<file path="config.mk">
export PLATFORM = sky130hd
export DESIGN_NAME = seq_detector_param
export DESIGN_NICKNAME = d
export VERILOG_FILES = /design/src/rtl/seqdet_pkg.sv /design/src/rtl/seqdet_window.sv /design/src/rtl/seq_detector_param.sv
export SDC_FILE = /design/constraint.sdc
export NUM_CORES = 1
export LEC_CHECK = 0
export CAP_MARGIN = 10
export CORE_MARGIN = 1.5
export CORE_UTILIZATION = 30
export DETAILED_ROUTE_END_ITERATION = 6
export DONT_BUFFER_PORTS = 1
export PLACE_DENSITY = 0.54
export SLEW_MARGIN = 25
export SYNTH_ARGS = -nofsm -noshare
export SYNTH_HDL_FRONTEND = slang
export SYNTH_SLANG_ARGS = --single-unit
</file>
<file path="constraint.sdc">
create_clock -name clk -period 2.6 [get_ports clk]
set_clock_uncertainty 0.15 [all_clocks]
set_input_delay 0.26 -clock clk [delete_from_list [all_inputs] [get_ports clk]]
set_output_delay 0.26 -clock clk [all_outputs]
set_load 0.05 [all_outputs]
</file>
<file path="src/rtl/seqdet_pkg.sv">
// Shared types and helpers for the programmable serial pattern detector.
package seqdet_pkg;

  typedef enum logic {
    IDLE  = 1'b0,
    ARMED = 1'b1
  } state_t;

  // Helpers work on a fixed 32-bit width; callers size-cast to MAX_LEN.
  localparam int MASK_W = 32;

  function automatic bit len_ok(input int len, input int max_len);
    return (len >= 2) && (len <= max_len);
  endfunction

  function automatic logic [MASK_W-1:0] len_mask(input int len);
    logic [MASK_W-1:0] m;
    m = '0;
    for (int i = 0; i < MASK_W; i++) m[i] = (i < len);
    return m;
  endfunction

endpackage

</file>
<file path="src/rtl/seqdet_window.sv">
// Bit history shift register and saturating fill counter; hist_next/fill_next
// show the values an accepted beat would load.
module seqdet_window #(
  parameter int MAX_LEN = 8,
  parameter int LEN_W   = $clog2(MAX_LEN + 1)
) (
  input  logic               clk,
  input  logic               reset,
  input  logic               clear,
  input  logic               shift,
  input  logic               fill_zero,
  input  logic               in_bit,
  output logic [MAX_LEN-1:0] hist_next,
  output logic [LEN_W-1:0]   fill_next
);

  logic [MAX_LEN-1:0] hist;
  logic [LEN_W-1:0]   fill;

  assign hist_next = {hist[MAX_LEN-2:0], in_bit};
  assign fill_next = (fill == LEN_W'(MAX_LEN)) ? fill : fill + LEN_W'(1);

  always_ff @(posedge clk or posedge reset) begin
    if (reset) begin
      hist <= '0;
      fill <= '0;
    end else if (clear) begin
      hist <= '0;
      fill <= '0;
    end else if (shift) begin
      hist <= hist_next;
      fill <= fill_zero ? '0 : fill_next;
    end
  end

endmodule

</file>
<file path="src/rtl/seq_detector_param.sv">
// Run-time programmable serial pattern detector: registered match pulse one cycle
// after the completing beat, saturating match counter. SEQDET_MASK_EN adds cfg_mask.
module seq_detector_param #(
  parameter int MAX_LEN = 8,
  parameter int LEN_W   = $clog2(MAX_LEN + 1),
  parameter int CNT_W   = 8
) (
  input  logic               clk,
  input  logic               reset,
  input  logic               cfg_load,
  input  logic [MAX_LEN-1:0] cfg_pattern,
  input  logic [LEN_W-1:0]   cfg_len,
  input  logic               cfg_overlap,
`ifdef SEQDET_MASK_EN
  input  logic [MAX_LEN-1:0] cfg_mask,
`endif
  input  logic               in_valid,
  input  logic               in_bit,
  output logic               match,
  output logic [CNT_W-1:0]   match_count,
  output logic               armed,
  output logic               cfg_err
);

  import seqdet_pkg::*;

  state_t             state;
  logic [MAX_LEN-1:0] pat_q;
  logic [LEN_W-1:0]   len_q;
  logic               ovl_q;
  logic [MAX_LEN-1:0] hist_next;
  logic [LEN_W-1:0]   fill_next;
  logic [MAX_LEN-1:0] lmask;
  logic [MAX_LEN-1:0] cmp_mask;
  logic               cfg_legal;
  logic               beat;
  logic               hit;

  assign cfg_legal = len_ok(int'(cfg_len), MAX_LEN);
  assign lmask     = MAX_LEN'(len_mask(int'(len_q)));

`ifdef SEQDET_MASK_EN
  logic [MAX_LEN-1:0] mask_q;

  always_ff @(posedge clk or posedge reset) begin
    if (reset)                      mask_q <= '0;
    else if (cfg_load && cfg_legal) mask_q <= cfg_mask;
  end

  assign cmp_mask = lmask & mask_q;
`else
  assign cmp_mask = lmask;
`endif

  // A cfg_load swallows any beat presented in the same cycle.
  assign beat = (state == ARMED) && in_valid && !cfg_load;
  assign hit  = beat && (fill_next >= len_q) &&
                (((hist_next ^ pat_q) & cmp_mask) == '0);

  seqdet_window #(
    .MAX_LEN (MAX_LEN),
    .LEN_W   (LEN_W)
  ) u_window (
    .clk       (clk),
    .reset     (reset),
    .clear     (cfg_load),
    .shift     (beat),
    .fill_zero (hit && !ovl_q),
    .in_bit    (in_bit),
    .hist_next (hist_next),
    .fill_next (fill_next)
  );

  always_ff @(posedge clk or posedge reset) begin
    if (reset) begin
      state       <= IDLE;
      pat_q       <= '0;
      len_q       <= '0;
      ovl_q       <= 1'b0;
      match       <= 1'b0;
      match_count <= '0;
      cfg_err     <= 1'b0;
    end else begin
      match <= hit;
      if (cfg_load) begin
        match_count <= '0;
        if (cfg_legal) begin
          state   <= ARMED;
          pat_q   <= cfg_pattern;
          len_q   <= cfg_len;
          ovl_q   <= cfg_overlap;
          cfg_err <= 1'b0;
        end else begin
          state   <= IDLE;
          cfg_err <= 1'b1;
        end
      end else if (hit && (match_count != '1)) begin
        match_count <= match_count + CNT_W'(1);
      end
    end
  end

  assign armed = (state == ARMED);

endmodule

</file>
-- Yosys cells after proc, flatten, opt, wreduce, memory -nomap -nowiden
Index checks and enable logic that the tools add are counted.
- output and inout port bits: 11
- flip-flop bits (word level): 35
- logic and storage cells: 49
- reduce and logical (&&, ||, !) cells: 13
- order comparisons: 11
- equality and inequality tests: 2
- add/sub/neg operators: 2
- bitwise logic cells: 2
- multiplexer cells: 10
- operator list (operator ; count):
    $lt A3 B4 Y1 const A ; 4
    $mux W4 ; 4
    $mux W8 ; 2
    $mux W7 ; 2
    $add A8 B1 Y8 const B ; 1
    $and A8 B8 Y8 ; 1
    $logic_not A8 Y1 ; 1
    $lt A1 B4 Y1 const A ; 2
    $lt A2 B4 Y1 const A ; 2
    $ne A8 B8 Y1 const B ; 1
    $xor A8 B8 Y8 ; 1
    $logic_and A1 B1 Y1 ; 7
    $add A4 B1 Y4 const B ; 1
    $eq A4 B4 Y1 const B ; 1
    $ge A4 B2 Y1 const B ; 1
    $ge A4 B4 Y1 ; 1
    $le A4 B4 Y1 const B ; 1
    $reduce_bool A2 Y1 ; 2
    $logic_not A1 Y1 ; 2
    $mux W1 ; 2
    $reduce_and A2 Y1 ; 1

-- Logic depth before layout (Yosys ltp)
Gate-level depths: netlist of the first run.
- depth after elaboration: 9
- gate-level depth with buffers: 13
- gate-level depth less buffers: 12

-- Hierarchy
Synthesis of the first run repeated with hierarchy kept, for this count alone.
- cell total of the unflattened synthesis: 186
- area, all modules: 1949.4 µm²
- modules (own cells, without submodules) (module ; area an instance (µm²) ; seq. area each (µm²) ; cells an instance ; instances):
    seq_detector_param ; 1373.8 ; 600.6 ; 128 ; 1
    seqdet_window ; 575.6 ; 275.3 ; 58 ; 1

-- Worst setup path before layout of the first run
OpenSTA, ideal clock, no wires.
- path type: register to register
- start point: register u_window.fill[0]
- end point: register match_count[2]
- slack: -0.118 ns
- library setup time: 0.127 ns
- arrival: 2.440 ns
- cell stages (with the launch flop): 13
- required time: 2.323 ns
- cell sequence: dfrtp_1 inv_1 ha_1 nand2_1 nor2_1 xnor2_1 ha_1 nand2b_1 a2111oi_0 and4bb_1 and2_1 nand3_1 mux2_1
- longest elaborated chain between the ends: 7
- ends and longest elaborated chain (what ; line ; source):
    start: declaration ; seqdet_window.sv:18 ; logic [LEN_W-1:0] fill;
    start signal: assignment ; seqdet_window.sv:32 ; fill <= fill_zero ? '0 : fill_next;
    $add A4 B1 Y4 / $eq A4 B4 Y1 (equally long branches) ; seqdet_window.sv:21 ; assign fill_next = (fill == LEN_W'(MAX_LEN)) ? fill : fill + LEN_W'(1);
    $mux W4 * ; seqdet_window.sv:21 ;
    $ge A4 B4 Y1 * ; seq_detector_param.sv:57 ; assign hit = beat && (fill_next >= len_q) &&
    $logic_and A1 B1 Y1 * (2 in a row) ; seq_detector_param.sv:57 ;
    via hit ; seq_detector_param.sv:37 ; logic hit;
    $logic_and A1 B1 Y1 * ; seq_detector_param.sv:97 ; end else if (hit && (match_count != '1)) begin
    $reduce_bool A2 Y1 (no line) * ; -- ;
    end signal: assignment ; seq_detector_param.sv:98 ; match_count <= match_count + CNT_W'(1);
    end: declaration ; seq_detector_param.sv:20 ; output logic [CNT_W-1:0] match_count,
The timed path passes the listed nets; every way through them passes the cells marked *.
A chain may end at the register's enable or synchronous reset.

-- Final worst setup path of the first run
Ends and elaborated chain as after synthesis.

==> run_results.csv, run 1 <==
group,metric,value,unit
outcome,run_status,"finished, violations left",
outcome,violations,"negative setup slack",
detailed_routing,route.detailed.drc,0,
setup_path,crit_fanout,4,
detailed_routing,ant_nets,0,
clocking,insertion_delay,0.29,ns
setup_path,arrival,2.71,ns
detailed_routing,first_iter_violations,44,
power_and_ir_drop,p_int,1.11,mW
layout,final_common_cell,"dfrtp_1",
placed_design,dp_hpwl,2770,um
power_and_ir_drop,p_seq_frac,0.433,
placed_design,placed_cell_area,1940,um^2
sta,tightest_slew,0.621,ns
setup_path,rr_worst_depth,12,
detailed_routing,routedWlPerCell,15.6,um
power_and_ir_drop,clockPowerShare,0.400,
setup_path,critPathMaxStageDelay,0.40,ns
layout,stdcell_area,2380,um^2
floorplanning,core_area,5610,um^2
power_and_ir_drop,power_frac_comb,0.167,
clocking,clock_path_buffers,2,
detailed_routing,vias,1359,
setup_path,critPathBufInv,1,
global_route,antenna_found_initial,0,
power_and_ir_drop,power.density,618,nW/um^2
sta,setup_viol,8,
global_route,grt_pass1_wl,7490,um
placed_design,place.gp.congestion,0.775,
power_and_ir_drop,leakage,1.00,nW
logic_synthesis,syn-mean-instance-area,11.1,um^2
setup_path,path_cells,"inv_2, ha_4, nand2_4, nor2_4, xnor2_2, ha_1, nand2b_4, a2111oi_4, and4bb_4, and2_4, nand3_2, mux2_4",
run,maxCapViolCount,0,
power_and_ir_drop,power.net_switching,364,uW
setup_path,worstSetupEndpointType,"register",
logic_synthesis,synth-seq-cells,35,
logic_synthesis,yosysWarningCount,0,
logic_synthesis,syn_inst,160,
sta,rsz0062_at_grt,"yes",
clocking,clock-root-buffer,"clkbuf_8",
power_and_ir_drop,p_sw_frac,0.248,
floorplanning,design.die.area,6410,um^2
layout,fin_nets,218,
sta,fin_crit_sh,1.03,
sta,hold_viol_final,0,
detailed_routing,routed_wirelength,4140,um
layout,final_cell_mix,"dfrtp_1, dlygate4sd3_1, buf_4, mux2_2, a22o_1",
setup_path,start_kind,"register",
detailed_routing,via_per_inst,5.11,
setup_path,worst-path-stages,12,
clocking,clkSinkCount,35,
logic_synthesis,synth_top_area_cell,"dfrtp_1",
min_path,hold_path_class,"in -> reg",
layout,diodes,0,
global_route,grt_max_degree,36,
logic_synthesis,synth_area_leaders,"dfrtp_1, mux2_2, a22o_1, ha_1, xnor2_1",
sta,slew-limit-headroom,0.585,
detailed_routing,drt-pass1-iter-count,4,
global_route,grt_usage,0.153,
layout,area.growth.synth_to_final,33.8,%
setup_path,critPathTopFamily,"simple AND/OR/NAND/NOR gates",
power_and_ir_drop,ir_worst_vdd,0.398,mV
floorplanning,rows,27,
clocking,htree_levels,2,
setup_path,cp.required,2.62,ns
clocking,cts_buffers,5,
global_route,grt-ovfl-total,0,
placed_design,io_buffers,0,
clocking,clk_pin_slew,0.07,ns
layout,multi_input_comb_area,970,um^2
logic_synthesis,ys_types,36,
clocking,cts_tree,"built",
floorplanning,die_w,80.0,um
setup_path,slowest_stage,"dfrtp_1",
floorplanning,die_h,80.0,um
sta,period_needed,2.69,ns
logic_synthesis,synth_area,1780,um^2
logic_synthesis,yosys.area.top_type_share,0.492,
sta,max_freq,0.372,GHz
layout,fillerInstances,537,
setup_path,path_class,"reg -> reg",
logic_synthesis,seq_area_frac_synth,0.492,
min_path,whs_path_depth,3,
floorplanning,ioPinCount,29,
layout,ff_latch_area,876,um^2
logic_synthesis,synthesis.nets,185,
sta,worst_slack,-0.0876,ns
layout,drive_above_1_share,0.325,
global_route,grt_pass1_vias,1583,
sta,slew_viol_final,0,
layout,fin_util,0.425,
floorplanning,start_util,0.317,
worst paths after layout:
path / start / to / slack, ns
max in group asynchronous: reset / match_count[4] / 1.61
max reg2reg: u_window.fill[0] / match_count[2] / -0.09
min in group asynchronous: reset / match_count[0] / 0.36
max: u_window.fill[0] / match_count[2] / -0.09
min: cfg_load / u_window.fill[0] / 0.04
min reg2reg: u_window.hist[6] / u_window.hist[6] / 0.37
stage by stage:
step / cells / setup TNS (ns) / power, mW / worst slack [ns] / hold slack, ns
2_1_floorplan: 160 / -0.0271 / 0.794 / -0.0271 / 0.242
3_3_place_gp: 237 / -0.389 / 0.833 / -0.0699 / 0.123
3_5_place_dp: 237 / -1.31 / 0.841 / -0.237 / 0.134
4_1_cts: 265 / -0.302 / 1.49 / -0.120 / 0.0322
5_1_grt: 266 / -1.63 / 1.55 / -0.208 / 0.0378
6_report: 266 / -0.403 / 1.47 / -0.0876 / 0.0383
Yosys cell counts:
cell       count
o21ai_0        3
and2_1         2
nor2_4         1
nand2b_1       1
o32ai_2        1
dfrtp_1       35
xor2_2         1
a222oi_1       1
o22ai_1        1
a211o_2        1
and4bb_1       1
a21oi_1        8
a31oi_1        1
xnor2_1        7
nor2b_1        1
clkbuf_2       1
o21a_1         2
nand3b_1       2
buf_6          2
nand4_1        2
clkbuf_1       3
nand3_1        5
mux2_1         2
nor4_1         1
nand3_2        1
a22o_1        10
ha_1           7
inv_1          9
nor2_1         8
nand2_1       10
mux2_2        12
xor2_1         3
a2111oi_0      1
o21ai_1        7
mux2i_1        1
or3_1          6
layout make-up:
| cell class | count | share of cell area |
|---|---|---|
| Timing Repair Buffer | 31 | 0.116 |
| Sequential cell | 35 | 0.368 |
| Clock buffer | 5 | 0.0289 |
| Multi-Input combinational cell | 111 | 0.407 |
| Inverter | 9 | 0.0142 |
| Clock inverter | 3 | 0.0284 |
| Tap cell | 72 | 0.0378 |
timing repair:
item / CTS / global route
endpoints found under the setup margin: 11 / 12
hold buffers: 16 / 0
pin swaps: 11 / 6
buffers inserted: 3 / 1
cloned: 1 / 0
gates resized for setup: 15 / 9
endpoints found under the hold margin: 58 / 0
worst register-to-register path: cells and delay by family, from the launching register on:
kind / cells / cell delay [ns]
flip-flops: 1 / 0.40
XOR/XNOR: 1 / 0.13
multiplexers: 1 / 0.30
AND/OR/NAND/NOR: 6 / 0.85
AO/OA/AOI/OAI: 1 / 0.26
adder cells (fa/ha/maj): 2 / 0.39
buffers and inverters: 1 / 0.08
state kept, by name (all words and copies together) (netlist names):
name	flops
ovl_q	1
len_q	4
match_count	8
pat_q	8
match	1
cfg_err	1
u_window.hist	7
armed	1
u_window.fill	4
power by group through the flow:
stage | Sequential [mW] | Clock (mW) | Combinational [mW]
finish | 0.638 | 0.589 | 0.246
global route | 0.645 | 0.628 | 0.274
CTS | 0.638 | 0.602 | 0.245
detailed placement | 0.650 | 0 | 0.192
global placement | 0.648 | 0 | 0.185
floorplan | 0.638 | 0 | 0.156
layer usage:
| layer | up-vias | GRT usage | wire [um] |
|---|---|---|---|
| li1 | 638 | - | - |
| met1 | 679 | 0.181 | 1790 |
| met2 | 34 | 0.266 | 2090 |
| met3 | 8 | 0.0343 | 200 |
| met4 | 0 | 0.0603 | 55 |
| met5 | - | 0 | 0 |
kinds of logic (layout without fill, tap and decap cells):
kind of cell | after synthesis | count (layout) | share of synthesized area
XOR/XNOR | 11 | 11 | 0.0583
adder cells (fa/ha/maj) | 7 | 7 | 0.0492
flip-flops | 35 | 35 | 0.492
buffers and inverters | 15 | 48 | 0.0408
AO/OA/AOI/OAI | 36 | 36 | 0.141
multiplexers | 15 | 15 | 0.0942
AND/OR/NAND/NOR | 41 | 42 | 0.125
(Power assumes the default switching activity.)
==> run 2: changes to the inputs <==
--- a/config.mk
+++ b/config.mk
@@ -6,7 +6,7 @@
 export NUM_CORES = 1
 export LEC_CHECK = 0
 export CAP_MARGIN = 10
-export CORE_MARGIN = 1.5
+export CORE_MARGIN = 2
 export CORE_UTILIZATION = 30
 export DETAILED_ROUTE_END_ITERATION = 6
 export DONT_BUFFER_PORTS = 1
==> run 2 against run 1 <==
Effect of this change:
- the flow still finishes with violations (negative setup slack)
- sequential power about the same
- global-route usage decreased by 0.99 points
- die area increased by 2.5%
- sequential share of layout area decreased by 0.53 points
- utilization decreased by 0.91 points
- clock power decreased by 12%
- power decreased by 4.4%
- critical path type unchanged
- largest power group unchanged
==> run_results.csv, run 2 (synthesized netlist as in run 1, its figures left out) <==
group,metric,value,unit
outcome,run_status,"finished, violations left",
outcome,violations,"negative setup slack",
sta,period_needed,2.66,ns
global_route,grt-ovfl-total,0,
layout,multi_input_comb_area,967,um^2
setup_path,worstReg2RegStart,"u_window.fill[1]",
layout,drive_above_1_share,0.338,
power_and_ir_drop,ir_worst_vdd,0.333,mV
setup_path,worstSetupEndpointType,"register",
clocking,clk_pin_slew,0.08,ns
power_and_ir_drop,power.density,582,nW/um^2
sta,slew-limit-headroom,0.567,
layout,fin_util,0.416,
detailed_routing,ant_nets,0,
sta,setup_viol,1,
setup_path,crit_start,"u_window.fill[1]",
global_route,antenna_found_initial,0,
setup_path,path_cells,"inv_2, ha_4, nand2_4, nor2_4, xnor2_2, ha_1, nand2b_4, a2111oi_4, and4bb_4, and2_4, nand3_2, mux2_4",
clocking,clock-root-buffer,"clkbuf_8",
detailed_routing,routedWlPerCell,15.0,um
clocking,cts_tree,"built",
clocking,cts_buffers,5,
layout,final_cell_mix,"dfrtp_1, buf_4, dlygate4sd3_1, mux2_2, a22o_1",
layout,reg.largest.list,"match_count x8, pat_q x8, u_window.hist x7",
power_and_ir_drop,power,1.41,mW
global_route,grt_pass1_wl,7090,um
setup_path,arrival,2.69,ns
min_path,hold_path_class,"in -> reg",
power_and_ir_drop,leakage,1.04,nW
setup_path,critPathMaxStageDelay,0.40,ns
setup_path,rr_worst_depth,12,
setup_path,slowest_stage,"dfrtp_1",
setup_path,crit_fanout,4,
layout,final_common_cell,"dfrtp_1",
detailed_routing,route.detailed.drc,0,
layout,diodes,0,
detailed_routing,via_per_inst,4.89,
floorplanning,design.die.area,6570,um^2
clocking,htree_levels,2,
placed_design,dp_cells,246,
setup_path,regToRegSetupSlack,-0.06,ns
floorplanning,rows,28,
global_route,grt_max_degree,36,
sta,max_freq,0.376,GHz
detailed_routing,vias,1350,
sta,fin_crit_sh,1.02,
floorplanning,start_util,0.306,
clocking,insertion_delay,0.29,ns
sta,setup_tns,-0.0570,ns
setup_path,start_kind,"register",
layout,fin_nets,225,
sta,tightest_slew,0.648,ns
clocking,clock_path_buffers,2,
clocking,clkSinkCount,35,
sta,hold_viol_final,0,
min_path,holdPathEnd,"u_window.fill[0]",
global_route,grt_pass1_vias,1404,
setup_path,r2r-end,"match_count[2]",
floorplanning,die_h,81.0,um
sta,worst_slack,-0.0570,ns
placed_design,place.gp.congestion,0.816,
floorplanning,core_area,5820,um^2
global_route,grt_usage,0.143,
setup_path,cp.required,2.63,ns
layout,ff_latch_area,876,um^2
placed_design,dp_hpwl,2710,um
setup_path,path_class,"reg -> reg",
layout,final_cells,276,
layout,area.growth.synth_to_final,35.8,%
sta,slew_viol_final,0,
min_path,hp-start,"cfg_load",
placed_design,io_buffers,0,
detailed_routing,drt-pass1-iter-count,6,
layout,fillerInstances,601,
detailed_routing,first_iter_violations,41,
min_path,whs_path_depth,3,
sta,rsz0062_at_grt,"yes",
run,maxCapViolCount,0,
floorplanning,die_w,81.0,um
detailed_routing,routed_wirelength,4140,um
floorplanning,ioPinCount,29,
[run 2: stage by stage]
stage          area [um^2]  setup slack (ns)  hold slack [ns]
3_3_place_gp          1980            -0.109            0.140
2_1_floorplan         1800           -0.0271            0.242
4_1_cts               2370           -0.0944           0.0292
3_5_place_dp          1980            -0.148            0.140
6_report              2420           -0.0570           0.0311
5_1_grt               2420            -0.146           0.0514
[run 2: worst max path at each step]
stage / endpoint / depth (start not counted)
after global placement: match_count[2] / 12
after detailed placement: match_count[2] / 12
after global routing: match_count[2] / 12
after CTS: match_count[2] / 12
final: match_count[2] / 12
after floorplan: match_count[2] / 12
[run 2: layout make-up]
| class | count | area share |
|---|---|---|
| multi-input cells | 111 | 0.400 |
| inverters | 9 | 0.0140 |
| well taps | 75 | 0.0388 |
| clock inverters | 2 | 0.0145 |
| flip-flops and latches | 35 | 0.362 |
| repair buffers | 38 | 0.136 |
| clock buffers | 6 | 0.0342 |
[run 2: critical path, delay by kind of cell (launching register included)]
family / cells / cell delay, ns
compound gates: 1 / 0.26
flops: 1 / 0.40
mux: 1 / 0.31
xor+xnor: 1 / 0.13
simple gates: 6 / 0.82
buf+inv: 1 / 0.08
fa+ha+maj: 2 / 0.40
[run 2: routing by layer]
| metal | wire, um | share of wire | global-route usage | vias to the layer above |
|---|---|---|---|---|
| met2 | 1990 | 0.48 | 0.228 | 21 |
| met5 | 0 | 0 | 0 | - |
| met1 | 1970 | 0.48 | 0.197 | 671 |
| met4 | 61 | 0.015 | 0.0458 | 0 |
| li1 | - | - | - | 651 |
| met3 | 118 | 0.029 | 0.0267 | 7 |
[run 2: report_power, final]
group	switching (mW)	internal (mW)
logic	0.113	0.142
registers	0.0484	0.588
clock network	0.206	0.310
total	0.367	1.04
[run 2: timing repair]
item	CTS	global route
setup endpoints to repair	8	11
hold buffers	16	0
pin swaps	12	11
gates resized for setup	13	9
gates cloned	1	0
hold endpoints to repair	58	0
buffers inserted	4	1
